$ cat src/rtl/relobi_r_ecc_fifo.sv
// ECC-protected R-channel response FIFO: rdata and packed r_other are stored as separate Hsiao
// SEC/DED codewords and decoded at the head, with error flags, saturating counters and injection.

package relobi_r_ecc_fifo_pkg;
  // Smallest number of check bits whose odd-weight (>=3) columns can cover k data bits
  function automatic int unsigned min_ecc(input int unsigned k);
    int unsigned r;
    r = 2;
    while (((32'd1 << (r - 1)) - r) < k) r++;
    return r;
  endfunction

  // idx-th odd-weight (>=3) r-bit column of the Hsiao parity-check matrix
  function automatic int unsigned hcol(input int unsigned idx, input int unsigned r);
    int unsigned n;
    n = 0;
    for (int unsigned v = 0; v < (32'd1 << r); v++) begin
      if (($countones(v) >= 3) && ($countones(v) % 2 == 1)) begin
        if (n == idx) return v;
        n++;
      end
    end
    return 0;
  endfunction
endpackage

module relobi_r_ecc_enc #(
  parameter int unsigned K = 32,
  localparam int unsigned R = relobi_r_ecc_fifo_pkg::min_ecc(K)
) (
  input  logic [K-1:0] data_i,
  output logic [R-1:0] ecc_o
);
  logic [R-1:0] col [K];

  for (genvar i = 0; i < K; i++) begin : g_col
    assign col[i] = R'(relobi_r_ecc_fifo_pkg::hcol(i, R));
  end

  always_comb begin
    ecc_o = '0;
    for (int i = 0; i < K; i++) begin
      if (data_i[i]) ecc_o = ecc_o ^ col[i];
    end
  end
endmodule

module relobi_r_ecc_dec #(
  parameter int unsigned K = 32,
  localparam int unsigned R = relobi_r_ecc_fifo_pkg::min_ecc(K)
) (
  input  logic [K+R-1:0] code_i,
  output logic [K-1:0]   data_o,
  output logic           single_o,
  output logic           double_o
);
  logic [R-1:0] ecc_calc;
  logic [R-1:0] syn;
  logic [K-1:0] flip;

  relobi_r_ecc_enc #(.K(K)) u_enc (
    .data_i (code_i[K-1:0]),
    .ecc_o  (ecc_calc)
  );

  assign syn = ecc_calc ^ code_i[K+:R];

  for (genvar i = 0; i < K; i++) begin : g_flip
    assign flip[i] = (syn == R'(relobi_r_ecc_fifo_pkg::hcol(i, R)));
  end

  // Odd syndrome is correctable only if it names a data column or a single check bit
  assign single_o = (syn != '0) && (^syn) && ((|flip) || ((syn & (syn - R'(1))) == '0));
  assign double_o = (syn != '0) && !single_o;
  assign data_o   = double_o ? code_i[K-1:0] : (code_i[K-1:0] ^ flip);
endmodule

module relobi_r_ecc_fifo
  import relobi_r_ecc_fifo_pkg::*;
#(
  parameter int unsigned DataWidth  = 32,
  parameter int unsigned OtherWidth = 8,
  parameter int unsigned Depth      = 4,
  parameter int unsigned CntWidth   = 8,
  localparam int unsigned EccD       = min_ecc(DataWidth),
  localparam int unsigned UsageWidth = $clog2(Depth + 1)
) (
  input  logic                      clk_i,
  input  logic                      rst_ni,
  input  logic                      flush_i,
  input  logic                      in_valid_i,
  output logic                      in_ready_o,
  input  logic [DataWidth-1:0]      in_rdata_i,
  input  logic [OtherWidth-1:0]     in_other_i,
  input  logic [DataWidth+EccD-1:0] inj_mask_i,
  output logic                      out_valid_o,
  input  logic                      out_ready_i,
  output logic [DataWidth-1:0]      out_rdata_o,
  output logic [OtherWidth-1:0]     out_other_o,
  output logic                      single_err_o,
  output logic                      double_err_o,
  input  logic                      clear_cnt_i,
  output logic [CntWidth-1:0]       sec_cnt_o,
  output logic [CntWidth-1:0]       ded_cnt_o,
  output logic [UsageWidth-1:0]     usage_o
);
  localparam int unsigned EccO     = min_ecc(OtherWidth);
  localparam int unsigned DCodeW   = DataWidth + EccD;
  localparam int unsigned OCodeW   = OtherWidth + EccO;
  localparam int unsigned PtrWidth = (Depth > 1) ? $clog2(Depth) : 1;

  logic [DCodeW-1:0]     mem_d [Depth];
  logic [OCodeW-1:0]     mem_o [Depth];
  logic [PtrWidth-1:0]   wr_ptr, rd_ptr;
  logic [UsageWidth-1:0] usage_q;
  logic [CntWidth-1:0]   sec_q, ded_q;
  logic [EccD-1:0]       enc_d;
  logic [EccO-1:0]       enc_o;
  logic                  push, pop;
  logic                  d_single, d_double, o_single, o_double;

  assign in_ready_o  = (usage_q != UsageWidth'(Depth));
  assign out_valid_o = (usage_q != '0);
  assign push        = in_valid_i && in_ready_o && !flush_i;
  assign pop         = out_valid_o && out_ready_i && !flush_i;

  relobi_r_ecc_enc #(.K(DataWidth)) u_enc_d (.data_i(in_rdata_i), .ecc_o(enc_d));
  relobi_r_ecc_enc #(.K(OtherWidth)) u_enc_o (.data_i(in_other_i), .ecc_o(enc_o));

  always_ff @(posedge clk_i) begin
    if (push) begin
      mem_d[wr_ptr] <= {enc_d, in_rdata_i} ^ inj_mask_i;
      mem_o[wr_ptr] <= {enc_o, in_other_i};
    end
  end

  always_ff @(posedge clk_i or negedge rst_ni) begin
    if (!rst_ni) begin
      wr_ptr  <= '0;
      rd_ptr  <= '0;
      usage_q <= '0;
    end else if (flush_i) begin
      wr_ptr  <= '0;
      rd_ptr  <= '0;
      usage_q <= '0;
    end else begin
      if (push) wr_ptr <= (wr_ptr == PtrWidth'(Depth - 1)) ? '0 : wr_ptr + PtrWidth'(1);
      if (pop)  rd_ptr <= (rd_ptr == PtrWidth'(Depth - 1)) ? '0 : rd_ptr + PtrWidth'(1);
      if (push && !pop)      usage_q <= usage_q + UsageWidth'(1);
      else if (pop && !push) usage_q <= usage_q - UsageWidth'(1);
    end
  end

  relobi_r_ecc_dec #(.K(DataWidth)) u_dec_d (
    .code_i   (mem_d[rd_ptr]),
    .data_o   (out_rdata_o),
    .single_o (d_single),
    .double_o (d_double)
  );

  relobi_r_ecc_dec #(.K(OtherWidth)) u_dec_o (
    .code_i   (mem_o[rd_ptr]),
    .data_o   (out_other_o),
    .single_o (o_single),
    .double_o (o_double)
  );

  // An uncorrectable codeword anywhere in the entry masks a correctable one in the other
  assign double_err_o = out_valid_o && (d_double || o_double);
  assign single_err_o = out_valid_o && (d_single || o_single) && !(d_double || o_double);

  always_ff @(posedge clk_i or negedge rst_ni) begin
    if (!rst_ni) begin
      sec_q <= '0;
      ded_q <= '0;
    end else if (clear_cnt_i) begin
      sec_q <= '0;
      ded_q <= '0;
    end else begin
      if (pop && single_err_o && !(&sec_q)) sec_q <= sec_q + CntWidth'(1);
      if (pop && double_err_o && !(&ded_q)) ded_q <= ded_q + CntWidth'(1);
    end
  end

  assign sec_cnt_o = sec_q;
  assign ded_cnt_o = ded_q;
  assign usage_o   = usage_q;
endmodule

$ cat config.mk
export PLATFORM = sky130hd
export DESIGN_NAME = relobi_r_ecc_fifo
export DESIGN_NICKNAME = d
export VERILOG_FILES = /design/src/rtl/relobi_r_ecc_fifo.sv
export SDC_FILE = /design/constraint.sdc
export NUM_CORES = 1
export LEC_CHECK = 0
export CAP_MARGIN = 10
export CORE_UTILIZATION = 50
export CTS_BUF_LIST = sky130_fd_sc_hd__clkbuf_4 sky130_fd_sc_hd__clkbuf_8 sky130_fd_sc_hd__clkbuf_16
export CTS_CLUSTER_DIAMETER = 60
export CTS_CLUSTER_SIZE = 14
export DETAILED_ROUTE_END_ITERATION = 12
export PLACE_DENSITY = 0.77
export SYNTH_ARGS = -nofsm -noshare
export SYNTH_HDL_FRONTEND = slang
export SYNTH_SLANG_ARGS = --single-unit
$ cat constraint.sdc
create_clock -name clk_i -period 16.1 [get_ports clk_i]
set_input_delay 3.22 -clock clk_i [delete_from_list [all_inputs] [get_ports clk_i]]
set_output_delay 3.22 -clock clk_i [all_outputs]
set_load 0.01 [all_outputs]
# Word-level counts from Yosys, hierarchy flattened
# Memory sizes are Yosys's and may differ from the RTL's.
# Cells that the tools add are included.
[op_classes]
addsub = 8
n_eq_ne = 43
mux = 97
n_bitwise = 83
n_reduce_logical = 47
[op_table]
columns = ["cell", "n"]
rows = [
  ["inverter 3 bit", 64],
  ["2-to-1 mux 6 bit", 30],
  ["2-to-1 mux 5 bit", 22],
  ["equality test 7 x 6 -> 1 bit, second input constant", 15],
  ["2-to-1 mux 7 bit", 12],
  ["inverter 5 bit", 12],
  ["equality test 7 x 5 -> 1 bit, second input constant", 7],
  ["2-to-1 mux 4 bit", 12],
  ["equality test 7 bit, second input constant", 6],
  ["2-to-1 mux 8 bit", 5],
  ["XOR 39 bit", 1],
  ["2-to-1 mux 32 bit", 1],
  ["OR reduction 32 bit", 1],
  ["XOR 32 bit", 1],
  ["equality test 7 x 4 -> 1 bit, second input constant", 3],
  ["2-to-1 mux 3 bit", 7],
  ["equality test 5 bit, second input constant", 4],
  ["logical AND 1 bit", 19],
  ["adder 8 x 1 -> 8 bit, second input constant", 2],
  ["AND reduction 8 bit", 2],
  ["equality test 5 x 4 -> 1 bit, second input constant", 3],
  ["2-to-1 mux 2 bit", 6],
  ["zero test 1 bit", 8],
  ["nonzero test 2 bit", 4],
  ["24 further kinds", 31],
]
[totals]
ff_bits = 23
mem_bits_rw = 208
elab_cells = 285
mem_count = 2
[memory_table]
columns = ["name", "words", "word_bits", "read_ports", "rd_clocked_by_memory_dff", "write_ports", "line_no", "rtl"]
rows = [
  ["mem_d", 4, 39, 1, 0, 1, "112", "logic [DCodeW-1:0] mem_d [Depth];"],
  ["mem_o", 4, 13, 1, 0, 1, "113", "logic [OCodeW-1:0] mem_o [Depth];"],
]

# Depth between registers and ports, before layout
# An unclocked memory read counts as a cell.
[logic_depth]
word_depth = 79
mapped_depth = 24

# Cells and area by module
# A second synthesis with hierarchy kept.
[unflattened]
hier_cells = 825
area_unflattened_um2 = 12383.1
[modules_own_cells]
columns = ["module", "instances", "cells_each", "area_each_um2", "seq_area_each_um2"]
rows = [
  ["relobi_r_ecc_fifo", 1, 460, 9227.6, 6821.5],
  ["relobi_r_ecc_enc (u_dec_d.u_enc ...)", 2, 60, 624.3, 0.0],
  ["relobi_r_ecc_dec (u_dec_d)", 1, 172, 1222.4, 0.0],
  ["relobi_r_ecc_dec (u_dec_o)", 1, 49, 364.1, 0.0],
  ["relobi_r_ecc_enc (u_dec_o.u_enc ...)", 2, 12, 160.2, 0.0],
]

# Worst setup path after synthesis
# No wires, ideal clock.
[synth_timing]
path_type = "reg-to-output"
from = "register rd_ptr[0]"
to = "output out_rdata_o[11]"
arrival_ns = 4.918
required_time_ns = 12.880
setup_slack_ns = 7.962
path_stages_with_launch = 22
n_path_buf = 4
path_cell_list = "dfrtp_1 > buf_6 > mux4_1 > xnor2_1 > xnor3_1 > xnor3_1 > xor2_1 > inv_1 > ha_1 > clkbuf_1 > a222oi_1 > nand2_1 > nand4_1 > o21ai_0 > o21ai_0 > nand4_2 > o21ai_4 > and2_1 > buf_4 > buf_6 > nor3_1 > xor2_1"
[synth_via]
elab_chain_len = 59
[synth_rtl]
columns = ["item", "line_no", "rtl"]
rows = [
  ["from (decl)", "114", "logic [PtrWidth-1:0] wr_ptr, rd_ptr;"],
  ["from (signal assigned)", "148", "if (pop) rd_ptr <= (rd_ptr == PtrWidth'(Depth - 1)) ? '0 : rd_ptr + PtrWidth'(1);"],
  ["memory (4 x 39 bit) (*)", "--", ""],
  ["2-to-1 mux 3 bit", "43", "if (data_i[i]) ecc_o = ecc_o ^ col[i];"],
  ["inverter 3 bit (no line) or 2-to-1 mux 4 bit (tied branches)", "--", ""],
  ["2-to-1 mux 4 bit or inverter 3 bit (tied branches)", "--", ""],
  ["inverter 3 bit (no line) or 2-to-1 mux 4 bit (tied branches)", "--", ""],
  ["2-to-1 mux 4 bit or inverter 3 bit (tied branches)", "--", ""],
  ["2-to-1 mux 4 bit", "43", ""],
  ["inverter 3 bit (no line) or 2-to-1 mux 5 bit (tied branches)", "--", ""],
  ["[... 43 more ...]", "--", ""],
  ["subtractor 7 x 1 -> 7 bit", "73", "assign single_o = (syn != '0) && (^syn) && ((|flip) || ((syn & (syn - R'(1))) == '0));"],
  ["AND 7 bit", "73", ""],
  ["zero test 7 bit", "73", ""],
  ["logical OR 1 bit", "73", ""],
  ["logical AND 1 bit", "73", ""],
  ["zero test 1 bit", "74", "assign double_o = (syn != '0) && !single_o;"],
  ["logical AND 1 bit", "74", ""],
  ["2-to-1 mux 32 bit (*)", "75", "assign data_o = double_o ? code_i[K-1:0] : (code_i[K-1:0] ^ flip);"],
  ["to (decl)", "98", "output logic [DataWidth-1:0] out_rdata_o,"],
]
# Every way passes the cells marked *; elsewhere a longest branch is shown, timed or not.

# Worst setup path in the final report
[layout_timing]
from = "register rd_ptr[0]"
to = "output out_rdata_o[20]"
# Same word-level chain as after synthesis.

==> results by group <==
Final layout
  – Antenna diode instance count: 0
  – Number of nets in the layout: 1125
  – Count of fill cells added during filler insertion: 1874
  – Share of final-layout standard cells stronger than drive strength 1: 11.5%
  – Sequential cell area in the final layout: 6830 µm²
  – Area growth from synthesis to layout: 18.6%
  – Multi-input combinational cell area: 5550 µm²

Timing
  – Time the worst path needs with I/O delays and setup: 10.70 ns
  – Share of the clock period used by the worst path after layout: 66.4%
  – Final Hold Fails: 0
  – Maximum clock skew at final layout: 0.0168 ns
  – Slack of the critical path: 5.40 ns
  – Worst slew slack as a fraction of its limit: 43.6%
  – Final-report max-slew violation count: 0
  – Final setup TNS: 0 ns
  – Max Clk Rate: 93.5 MHz
  – Setup repair after global routing missed its margin: false
  – Tightest Pin Transition: 0.846 ns
  – Setup violation total in the final timing report: 0

Synth
  – Distinct cell type count after synthesis: 72
  – Post-synth design cell area: 12600 µm²
  – Total of flip-flops plus latches after synthesis: 231
  – Post-Syn Area per Cell: 14.6 µm²
  – Number of flops mapped to enable cells by yosys: 208
  – Share of synthesized flip-flops with an asynchronous set or reset: 9.96%
  – Top_reg_cell synth: sky130_fd_sc_hd__edfxtp_1
  – Seq/Total Area, Yosys: 53.9%
  – Synth warnings: 0
  – Number of cells produced by synthesis: 865
  – Syn Nets: 977

GRT
  – Wire length of the first global-routing pass: 44.4 mm
  – Final global-route overflow total: 0
  – Pin count of the biggest net entering global routing: 55
  – Vias in the first global route: 7613
  – Initial antenna violation count: 0
  – Global routing usage summed across all routing layers: 22.4%

CTS
  – Root buffer cell: sky130_fd_sc_hd__clkbuf_16
  – Number of setup buffers added after CTS: 0
  – Clock slew at reported path FFs: 0.07 ns
  – Number of clock sinks: 231
  – Number of resized instances in the post-cts repair step: 0
  – CTS H-tree lvls: 1
  – Num CTS Buffers: 21
  – Clock tree buffer depth: 3
  – Clock insertion delay at the later pin of the skew report: 0.50 ns
  – CTS hold repair buffers: 0
  – Clock tree from TritonCTS: built

Drt
  – Total length of routed wires: 28.9 mm
  – DRC violations left: 0
  – Pre-Repair DR Iteration Count: 6
  – Antenna violation net count after detailed routing: 0
  – Vias per std cell: 5.68
  – Via count: 7656
  – DR iter-0 viols: 559
  – Average routed wire per standard cell: 21.4 µm

Critical path
  – Maximum cell stage delay along the critical path: 0.77 ns
  – Kind of start point of the critical path: register
  – Endpoint required time on the critical path: 12.88 ns
  – Cells along the critical path: buf_4, mux4_2, xnor2_1, xnor2_1, xnor3_1, xor2_1, inv_1, ha_1, and3_1, o21ai_0, a21boi_0, a2111oi_4, nand4_2, o21ai_4, and2_1, nand4b_1, xnor2_1, clkdlybuf4s50_1
  – Worst Path Max Fanout: 29
  – Most common cell type on the critical path: sky130_fd_sc_hd__xnor2_1
  – Worst-path cell with the longest stage delay: sky130_fd_sc_hd__dfrtp_4
  – Worst setup path category: reg2out
  – Endpoint arrival time on the critical path: 7.48 ns
  – Endpoint class of the critical path: output port

Flow run
  – MaxCap Viol Count: 0

Die
  – Vert. Die Dim: 161 µm
  – Number of rows in the core area: 57
  – Initial core utilization: 51.6%
  – Area inside the core boundary: 24500 µm²
  – DIE WIDTH: 161 µm
  – Die area: 25900 µm²
  – Number of I/O pins: 148

Status
  – Outcome: finished clean

Placement
  – Last weighted congestion value of the routability-driven placer: 0.919
  – Half-perimeter wire length after detailed placement: 20.6 mm
  – Quantity of I/O buffers inserted on ports: 147
  – Pre-CTS setup slack: 5.91 ns

Hold path
  – Classification of the worst-slack hold path: reg2reg
-- layout by cell type (no fill, tap or decap), drive strengths merged, types with 5 or more instances in the layout --
| cell type | count |
|---|---|
| mux2 | 6 |
| mux4 | 52 |
| mux2i | 5 |
| inv | 22 |
| buf | 7 |
| xnor3 | 22 |
| nor2 | 37 |
| ha | 26 |
| edfxtp | 208 |
| clkdlybuf4s50 | 147 |
| xor2 | 95 |
| or3 | 10 |
| nor2b | 6 |
| nand4 | 9 |
| dfrtp | 23 |
| nor3 | 22 |
| nand3 | 17 |
| and2 | 13 |
| o21ai | 19 |
| xnor2 | 123 |
| nand2 | 47 |
| clkbuf | 30 |
| a21oi | 24 |
-- cells by family (layout without fill, tap and decap cells) --
kind of cell	after synthesis	in the layout	synth area share (%)
flops	231	231	53.9
simple gates	175	175	6.83
buf+inv	48	207	2.26
xor+xnor	242	242	19.5
fa+ha+maj	27	27	2.73
mux	63	63	10.3
compound gates	79	79	4.45
-- cells in the mapped netlist (11+ instances only) --
cell type                  number  area, µm²
sky130_fd_sc_hd__a21oi_1       23        115
sky130_fd_sc_hd__nor3_1        21        105
sky130_fd_sc_hd__xnor3_1       21        473
sky130_fd_sc_hd__ha_1          26        325
sky130_fd_sc_hd__dfrtp_1       23        576
sky130_fd_sc_hd__nand2_1       47        176
sky130_fd_sc_hd__o21ai_0       18       90.1
sky130_fd_sc_hd__xnor2_1      121       1060
sky130_fd_sc_hd__xor2_1        95        832
sky130_fd_sc_hd__nand3_1       17       85.1
sky130_fd_sc_hd__and2_1        11       68.8
sky130_fd_sc_hd__edfxtp_1     208       6250
sky130_fd_sc_hd__inv_1         19       71.3
sky130_fd_sc_hd__mux4_2        49       1100
sky130_fd_sc_hd__nor2_1        37        139
-- final cells by class --
cell class                      count  share of cell area (%)
Clock buffer                       30                    3.95
Multi-Input combinational cell    586                    37.0
Sequential cell                   231                    45.5
Inverter                           19                   0.475
Clock inverter                      4                   0.217
Tap cell                          324                    2.70
Timing Repair Buffer              154                    10.2
-- sequential cells by signal, indices dropped and copies added (netlist names) --
register,count
rd_ptr,2
mem_o,52
sec_cnt_o,8
ded_cnt_o,8
wr_ptr,2
usage_o,3
mem_d,156
-- path summary, 6_finish.rpt --
kind | startpoint | endpoint | slack, ns | cells past startpoint
max in group asynchronous | rst_ni | rd_ptr[0] | 12.74 | 2
max reg2reg | rd_ptr[0] | sec_cnt_o[4] | 9.86 | 16
min | ded_cnt_o[7] | ded_cnt_o[7] | 0.58 | 2
min reg2reg | ded_cnt_o[7] | ded_cnt_o[7] | 0.58 | 2
max | rd_ptr[0] | out_rdata_o[20] | 5.40 | 18
min in group asynchronous | rst_ni | ded_cnt_o[6] | 3.07 | 2
-- stage by stage --
stage / cell area [µm²] / hold WS, ns / utilization, % / cells
after global placement: 14400 / 0.560 / 58.6 / 1314
after detailed placement: 14400 / 0.573 / 58.6 / 1314
final: 15000 / 0.580 / 61.1 / 1348
after floorplan: 12600 / 0.543 / - / 865
after global routing: 15000 / 0.606 / 61.1 / 1348
after CTS: 15000 / 0.585 / 61.1 / 1348
-- worst max-delay path, delay by kind of cell (launching register included) --
kind	cells	cell delay [ns]
flops	1	0.77
buf+inv	3	1.25
simple gates	4	1.40
xor+xnor	5	1.52
mux	1	0.70
compound gates	4	0.91
fa+ha+maj	1	0.40
-- metal layers --
| layer | up-vias | wire (µm) | global-route usage, % |
|---|---|---|---|
| met5 | - | 0 | 0 |
| met4 | 0 | 419 | 4.63 |
| met3 | 34 | 1570 | 2.39 |
| met2 | 270 | 14500 | 37.8 |
| met1 | 3853 | 12500 | 31.8 |
| li1 | 3499 | - | - |
Power is not shown: default switching activity piles up to over one toggle a cycle in this logic, so the estimate is an artifact.
